[src/rtl/exe_issue_latch_if.sv]
// rtl/exe_issue_latch_if.sv - decode/execute handshake bundle for the issue latch
interface exe_issue_latch_if #(
    parameter int CNT_W = 2
);
    logic [31:0]      ID_OPCODE;
    logic             ID_VALID;
    logic [CNT_W-1:0] ID_NCYC;
    logic             HOLD;
    logic             FLUSH;
    logic [31:0]      OPCODE;
    logic [CNT_W-1:0] GCnt;
    logic             EX_VALID;
    logic             EX_LAST;
    logic             ID_STALL;

    modport master (
        output ID_OPCODE, ID_VALID, ID_NCYC, HOLD, FLUSH,
        input  OPCODE, GCnt, EX_VALID, EX_LAST, ID_STALL
    );

    modport slave (
        input  ID_OPCODE, ID_VALID, ID_NCYC, HOLD, FLUSH,
        output OPCODE, GCnt, EX_VALID, EX_LAST, ID_STALL
    );
endinterface

[src/rtl/exe_issue_latch.sv]
// rtl/exe_issue_latch.sv - decode->execute pipeline register and multi-cycle sequencer
module exe_issue_latch #(
    parameter logic [31:0] NOP_OPCODE = 32'hE1A00000,
    parameter int          CNT_W      = 2
) (
    input  logic                   CLK,
    input  logic                   RST,
    exe_issue_latch_if.slave       bus
);

    typedef enum logic {
        IDLE = 1'b0,
        EXEC = 1'b1
    } state_t;

    state_t           state_q, state_d;
    logic [31:0]      opcode_q, opcode_d;
    logic [CNT_W-1:0] gcnt_q, gcnt_d;
    logic [CNT_W-1:0] ncyc_q, ncyc_d;
    logic             ex_last;
    logic             id_stall;

    // The instruction is on its final cycle once the counter reaches the latched length.
    assign ex_last  = (state_q == EXEC) && (gcnt_q == ncyc_q);
    assign id_stall = bus.HOLD || ((state_q == EXEC) && !ex_last);

    assign bus.OPCODE   = opcode_q;
    assign bus.GCnt     = gcnt_q;
    assign bus.EX_VALID = (state_q == EXEC);
    assign bus.EX_LAST  = ex_last;
    assign bus.ID_STALL = id_stall;

    // Next-state selection: flush beats hold, hold beats advance, advance beats accept.
    always_comb begin
        state_d  = state_q;
        opcode_d = opcode_q;
        gcnt_d   = gcnt_q;
        ncyc_d   = ncyc_q;
        if (bus.FLUSH) begin
            // Kill the EX instruction; the decode word is refetched, not accepted.
            state_d  = IDLE;
            opcode_d = NOP_OPCODE;
            gcnt_d   = '0;
            ncyc_d   = '0;
        end else if (bus.HOLD) begin
            state_d  = state_q;
        end else if ((state_q == EXEC) && !ex_last) begin
            // Mid multi-cycle op: step the cycle index, keep word and length.
            gcnt_d   = gcnt_q + 1'b1;
        end else if (bus.ID_VALID) begin
            state_d  = EXEC;
            opcode_d = bus.ID_OPCODE;
            ncyc_d   = bus.ID_NCYC;
            gcnt_d   = '0;
        end else begin
            // No instruction offered: issue a bubble.
            state_d  = IDLE;
            opcode_d = NOP_OPCODE;
            gcnt_d   = '0;
            ncyc_d   = '0;
        end
    end

    // State register with synchronous reset that abandons any in-flight instruction.
    always_ff @(posedge CLK) begin
        if (RST) begin
            state_q  <= IDLE;
            opcode_q <= NOP_OPCODE;
            gcnt_q   <= '0;
            ncyc_q   <= '0;
        end else begin
            state_q  <= state_d;
            opcode_q <= opcode_d;
            gcnt_q   <= gcnt_d;
            ncyc_q   <= ncyc_d;
        end
    end

endmodule
[src/flat_wrapper.sv]
// flat-port wrapper written by rule: the top's interface ports become plain ports
module exe_issue_latch_flat 
#(
    parameter logic [31:0] NOP_OPCODE = 32'hE1A00000,
    parameter int          CNT_W      = 2
)
  (CLK, RST, bus_ID_OPCODE, bus_ID_VALID, bus_ID_NCYC, bus_HOLD, bus_FLUSH, bus_OPCODE, bus_GCnt, bus_EX_VALID, bus_EX_LAST, bus_ID_STALL);
  exe_issue_latch_if #(.CNT_W(CNT_W)) bus_i ();
  input  logic CLK;
  input  logic RST;
  input wire logic [$bits(bus_i.ID_OPCODE)-1:0] bus_ID_OPCODE;
  input wire logic [$bits(bus_i.ID_VALID)-1:0] bus_ID_VALID;
  input wire logic [$bits(bus_i.ID_NCYC)-1:0] bus_ID_NCYC;
  input wire logic [$bits(bus_i.HOLD)-1:0] bus_HOLD;
  input wire logic [$bits(bus_i.FLUSH)-1:0] bus_FLUSH;
  output wire logic [$bits(bus_i.OPCODE)-1:0] bus_OPCODE;
  output wire logic [$bits(bus_i.GCnt)-1:0] bus_GCnt;
  output wire logic [$bits(bus_i.EX_VALID)-1:0] bus_EX_VALID;
  output wire logic [$bits(bus_i.EX_LAST)-1:0] bus_EX_LAST;
  output wire logic [$bits(bus_i.ID_STALL)-1:0] bus_ID_STALL;
  assign bus_i.ID_OPCODE = bus_ID_OPCODE;
  assign bus_i.ID_VALID = bus_ID_VALID;
  assign bus_i.ID_NCYC = bus_ID_NCYC;
  assign bus_i.HOLD = bus_HOLD;
  assign bus_i.FLUSH = bus_FLUSH;
  assign bus_OPCODE = bus_i.OPCODE;
  assign bus_GCnt = bus_i.GCnt;
  assign bus_EX_VALID = bus_i.EX_VALID;
  assign bus_EX_LAST = bus_i.EX_LAST;
  assign bus_ID_STALL = bus_i.ID_STALL;
  exe_issue_latch #(.NOP_OPCODE(NOP_OPCODE), .CNT_W(CNT_W)) u_core (.CLK(CLK), .RST(RST), .bus(bus_i));
endmodule
[config.mk]
export PLATFORM = sky130hd
export DESIGN_NAME = exe_issue_latch_flat
export DESIGN_NICKNAME = d
export VERILOG_FILES = /design/src/rtl/exe_issue_latch_if.sv /design/src/rtl/exe_issue_latch.sv /design/src/flat_wrapper.sv
export SDC_FILE = /design/constraint.sdc
export NUM_CORES = 1
export LEC_CHECK = 0
export CORE_MARGIN = 2
export CORE_UTILIZATION = 30
export DETAILED_ROUTE_END_ITERATION = 10
export MAX_ROUTING_LAYER = met4
export PLACE_DENSITY_LB_ADDON = 0.05
export SKIP_CTS_REPAIR_TIMING = 1
export SLEW_MARGIN = 20
export SYNTH_ARGS = -nofsm -noshare
export SYNTH_HDL_FRONTEND = slang
export SYNTH_SLANG_ARGS = --single-unit
[constraint.sdc]
create_clock -name CLK -period 2.59 [get_ports CLK]
set_input_delay 0.518 -clock CLK [delete_from_list [all_inputs] [get_ports CLK]]
set_output_delay 0.518 -clock CLK [all_outputs]
set_load 0.02 [all_outputs]
After elaboration in Yosys (flattened, before gate mapping)
Index checks and enable logic that the tools add are counted.
- $add $sub $neg: 1
- equality and inequality tests: 1
- muxes and demuxes: 4
- bitwise logic cells: 2
- reduce and logical (&&, ||, !) cells: 6
- operator list (kind ; count):
    32-bit two-way mux ; 1
    2-bit two-way mux ; 2
    2-bit by 1-bit adder with 2-bit output, second input constant ; 1
    2-bit == test ; 1
    1-bit logical AND ; 2
    1-bit NOT ; 2
    2-bit AND reduction ; 1
    2-bit OR reduction ; 1
    1-bit logical NOT ; 1
    1-bit logical OR ; 1
    1-bit two-way mux ; 1
- register bits: 37
- output and inout bits: 37
- word-level logic and storage cells: 18

Longest topological paths before layout
Gate-level depths: netlist (run 1).
- depth after elaboration: 6
- depth in mapped cells: 6
- gate-level depth less buffers: 4

Worst setup path before layout (run 1)
No wires, ideal clock.
- kind: reg-to-output
- start: reg u_core.gcnt_q[0] (netlist: u_core.bus.GCnt[0])
- end: out bus_ID_STALL
- arrival time: 1.644 ns
- slack: 0.428 ns
- stages on the path, launching flop included: 6
- buffers on the path: 2
- cell sequence: dfxtp_1 > xnor2_1 > and2_1 > buf_2 > buf_2 > o21ai_0
- word-level cells in the longest chain between the ends: 5
- RTL lines (what ; RTL line ; text):
    from (decl) ; exe_issue_latch.sv:18 ; logic [CNT_W-1:0] gcnt_q, gcnt_d;
    from (signal assigned) ; exe_issue_latch.sv:74 ; gcnt_q <= gcnt_d;
    2-bit == test ; exe_issue_latch.sv:24 ; assign ex_last = (state_q == EXEC) && (gcnt_q == ncyc_q);
    1-bit logical AND ; exe_issue_latch.sv:24 ;
    1-bit logical NOT ; exe_issue_latch.sv:25 ; assign id_stall = bus.HOLD || ((state_q == EXEC) && !ex_last);
    1-bit logical AND ; exe_issue_latch.sv:25 ;
    1-bit logical OR ; exe_issue_latch.sv:25 ;
    to (decl) ; flat_wrapper.sv:20 ; output wire logic [$bits(bus_i.ID_STALL)-1:0] bus_ID_STALL;
Every way passes these cells.

Final worst setup path (run 1)
Same ends and word-level chain as after synthesis.

==> flow_summary.json, run 1 <==
{
  "ys_ff_latch": 37,
  "synthTopCellsByCount": "37 x dfxtp_1, 30 x a21oi_1, 28 x o21ai_0, 26 x o2111ai_1, 18 x clkbuf_1",
  "syn_nets": 225,
  "worst_slack_ns": 0.1662,
  "grtUsageTotal": 0.1693,
  "placed_cells": 318,
  "num_antenna_cells": 0,
  "required_ns": 2.07,
  "ys_seq_area_frac": 0.4468,
  "met3_usage": 0.04483,
  "hold_path_depth": 2,
  "min_from": "u_core.bus.OPCODE[20]$_SDFFE_PP0P_",
  "worstReg2RegEnd": "u_core.bus.OPCODE[24]$_SDFFE_PP1P_",
  "die_area_sq_um": 6136,
  "syn_area_sq_um": 1658,
  "rr_worst_depth": 6,
  "arrival_ns": 1.91,
  "first_pass_iters": 4,
  "dp_hpwl_um": 3117,
  "drc_errors": 0,
  "die_y_um": 78.34,
  "clock_latency_ns": 0.29,
  "stdcell_count": 326,
  "cts_made_buffers": 5,
  "tritoncts": "yes",
  "status": "completed",
  "setup_viol": 0,
  "syn_to_final_growth_pct": 55.62,
  "fp.coreArea_sq_um": 5405,
  "fin_crit_sh": 0.9358,
  "power_density_nw_per_um2": 498.6,
  "grt_max_degree": 45,
  "async_flop_share": 0,
  "fin_nets": 292,
  "use_met1": 0.2192,
  "start_util": 0.3067,
  "vias": 1708,
  "grt_pass1_vias": 1602,
  "row_count": 27,
  "final_antenna_net_count": 0,
  "hold_class": "flop to flop",
  "crit-reg2reg-launch": "u_core.bus.EX_VALID$_SDFFE_PP0P_",
  "syn_area_per_cell_sq_um": 8.913,
  "port_buffers": 75,
  "drive_gt1_frac": 0.07087,
  "htree_levels": 2,
  "fmax_mhz": 412.6,
  "chipWidth_um": 78.34,
  "synth_area_leaders": "dfxtp_1 45%, o2111ai_1 14%, a21oi_1 9.1%",
  "synthDistinctLibCells": 25,
  "grt_pass1_wl_um": 8079,
  "dr.first_iter.drc_count": 110,
  "worst_hold_path.endpoint": "u_core.bus.OPCODE[20]$_SDFFE_PP0P_",
  "finalMaxSlewViolations": 0,
  "hold_viol": 0,
  "finalCriticalPeriod_ns": 2.424,
  "clock_sinks": 37,
  "p_leak_nw": 0.8408,
  "clockRootBuffer": "clkbuf_8",
  "grtUsageMet2": 0.2647,
  "ys.flop_type": "dfxtp_1",
  "tightest_slew_ns": 0.4624,
  "end_kind": "output pin",
  "netlist.area_leader.share": 0.4468,
  "hold_slack_ns": 0.4779,
  "cts_max_path_buffers": 2,
  "grt_most_used_layer": "met2",
  "synthMostInstantiatedCell": "dfxtp_1",
  "vias_per_cell": 5.239,
  "power.total_mw": 1.286,
  "wire_per_inst_um": 15.49,
  "wl_um": 5050,
  "cp_max_fo": 7,
  "syn_inst": 186,
  "clk_pin_slew_worst_paths_ns": 0.08,
  "fin_skew_ns": 0.007906,
  "maxCapViolCount": 0,
  "ioPinCount": 76,
  "rrSetupSlack_ns": 0.79,
  "cp-start-kind": "flop",
  "antenna_found_initial": 0,
  "slew_headroom": 0.6907,
  "crit_type": "flop to output pin",
  "yosysTopAreaCell": "dfxtp_1",
  "overflow": 0,
  "synth_edf_count": 0,
  "yosysWarnings": 0,
  "dp_slack_ns": 0.2759,
  "fin_tns_setup_ns": 0,
  "globalplace.congestion": 0.7798,
  "rsz0062_at_grt": "false",
  "irDropWorstVdd_uv": 249.9
}
area by class of cell:
type | count | area [sq um]
flip-flops and latches | 37 | 740.7
well taps | 72 | 90.09
multi-input cells | 123 | 807.0
clock inverters | 1 | 30.03
clock buffers | 7 | 86.33
repair buffers | 84 | 818.3
fillers | 536 | 2825
inverters | 2 | 7.507
layer usage:
layer / routed length, um / up-vias
met5: 0 / -
met4: 45 / 0
met3: 311 / 5
met2: 2240 / 52
met1: 2452 / 800
li1: - / 851
stage by stage:
step | utilization | cell area [sq um]
5_1_grt | 0.4773 | 2580
2_1_floorplan | - | 1658
3_3_place_gp | 0.4558 | 2464
3_5_place_dp | 0.4558 | 2464
6_report | 0.4773 | 2580
4_1_cts | 0.4773 | 2580
cell usage in the layout, fill, tap and decap left out:
cell              n
nand2_1           3
nor2_1            2
nor3b_1           1
o2111ai_1        26
clkbuf_8          6
dfxtp_1          37
inv_1             2
bufinv_16         1
a21oi_2           1
and2_1            1
a32o_1            2
buf_4             9
a21o_1            6
nand3_1           2
o21bai_1          6
and3_1            1
or2_2             1
o21ai_0          28
xnor2_1           2
nor4b_1           2
a21oi_1          30
a211oi_1          1
or4b_1            6
clkdlybuf4s50_1  75
clkbuf_1          1
nor2b_1           2
report_power, final:
group | total, mW | internal, mW | switching, mW
combinational | 0.178 | 0.0939 | 0.0839
sequential | 0.586 | 0.580 | 0.00607
clock | 0.523 | 0.314 | 0.209
critical path: stages, from the launching register on:
cell and delay [ns]:
dfxtp_1 0.45, xnor2_1 0.17, and2_1 0.17, o21ai_0 0.16, clkdlybuf4s50_1 0.67
cells by family (layout without fill, tap and decap cells):
logic type / Yosys count / after routing / share of synthesized area
compound gates: 100 / 100 / 0.3887
xor+xnor: 2 / 2 / 0.01057
buf+inv: 26 / 94 / 0.06641
flops: 37 / 37 / 0.4468
simple gates: 21 / 21 / 0.08756
state kept, by name, summed over array words and instances (netlist names):
name	count
u_core.ncyc_q	2
u_core.bus.OPCODE	32
u_core.bus.GCnt	2
u_core.bus.EX_VALID	1
worst max path at each step:
stage,from,to,slack [ns]
6_report,u_core.bus.GCnt[0]$_SDFFE_PP0N_,bus_ID_STALL,0.17
2_1_floorplan,u_core.bus.GCnt[0]$_SDFFE_PP0N_,bus_ID_STALL,0.43
5_1_grt,u_core.bus.GCnt[0]$_SDFFE_PP0N_,bus_ID_STALL,0.03
3_3_place_gp,bus_HOLD,bus_ID_STALL,0.26
4_1_cts,u_core.bus.GCnt[0]$_SDFFE_PP0N_,bus_ID_STALL,0.14
3_5_place_dp,bus_HOLD,bus_ID_STALL,0.28
Note: power is estimated with default switching activity, not from simulation.
==> run 2, diff against run 1 <==
--- a/config.mk
+++ b/config.mk
@@ -15,3 +15,4 @@
 export SYNTH_ARGS = -nofsm -noshare
 export SYNTH_HDL_FRONTEND = slang
 export SYNTH_SLANG_ARGS = --single-unit
+export TNS_END_PERCENT = 20
==> results of run 2 <==
Same layout as run 1: the final DEF is identical, and so are final timing and power.
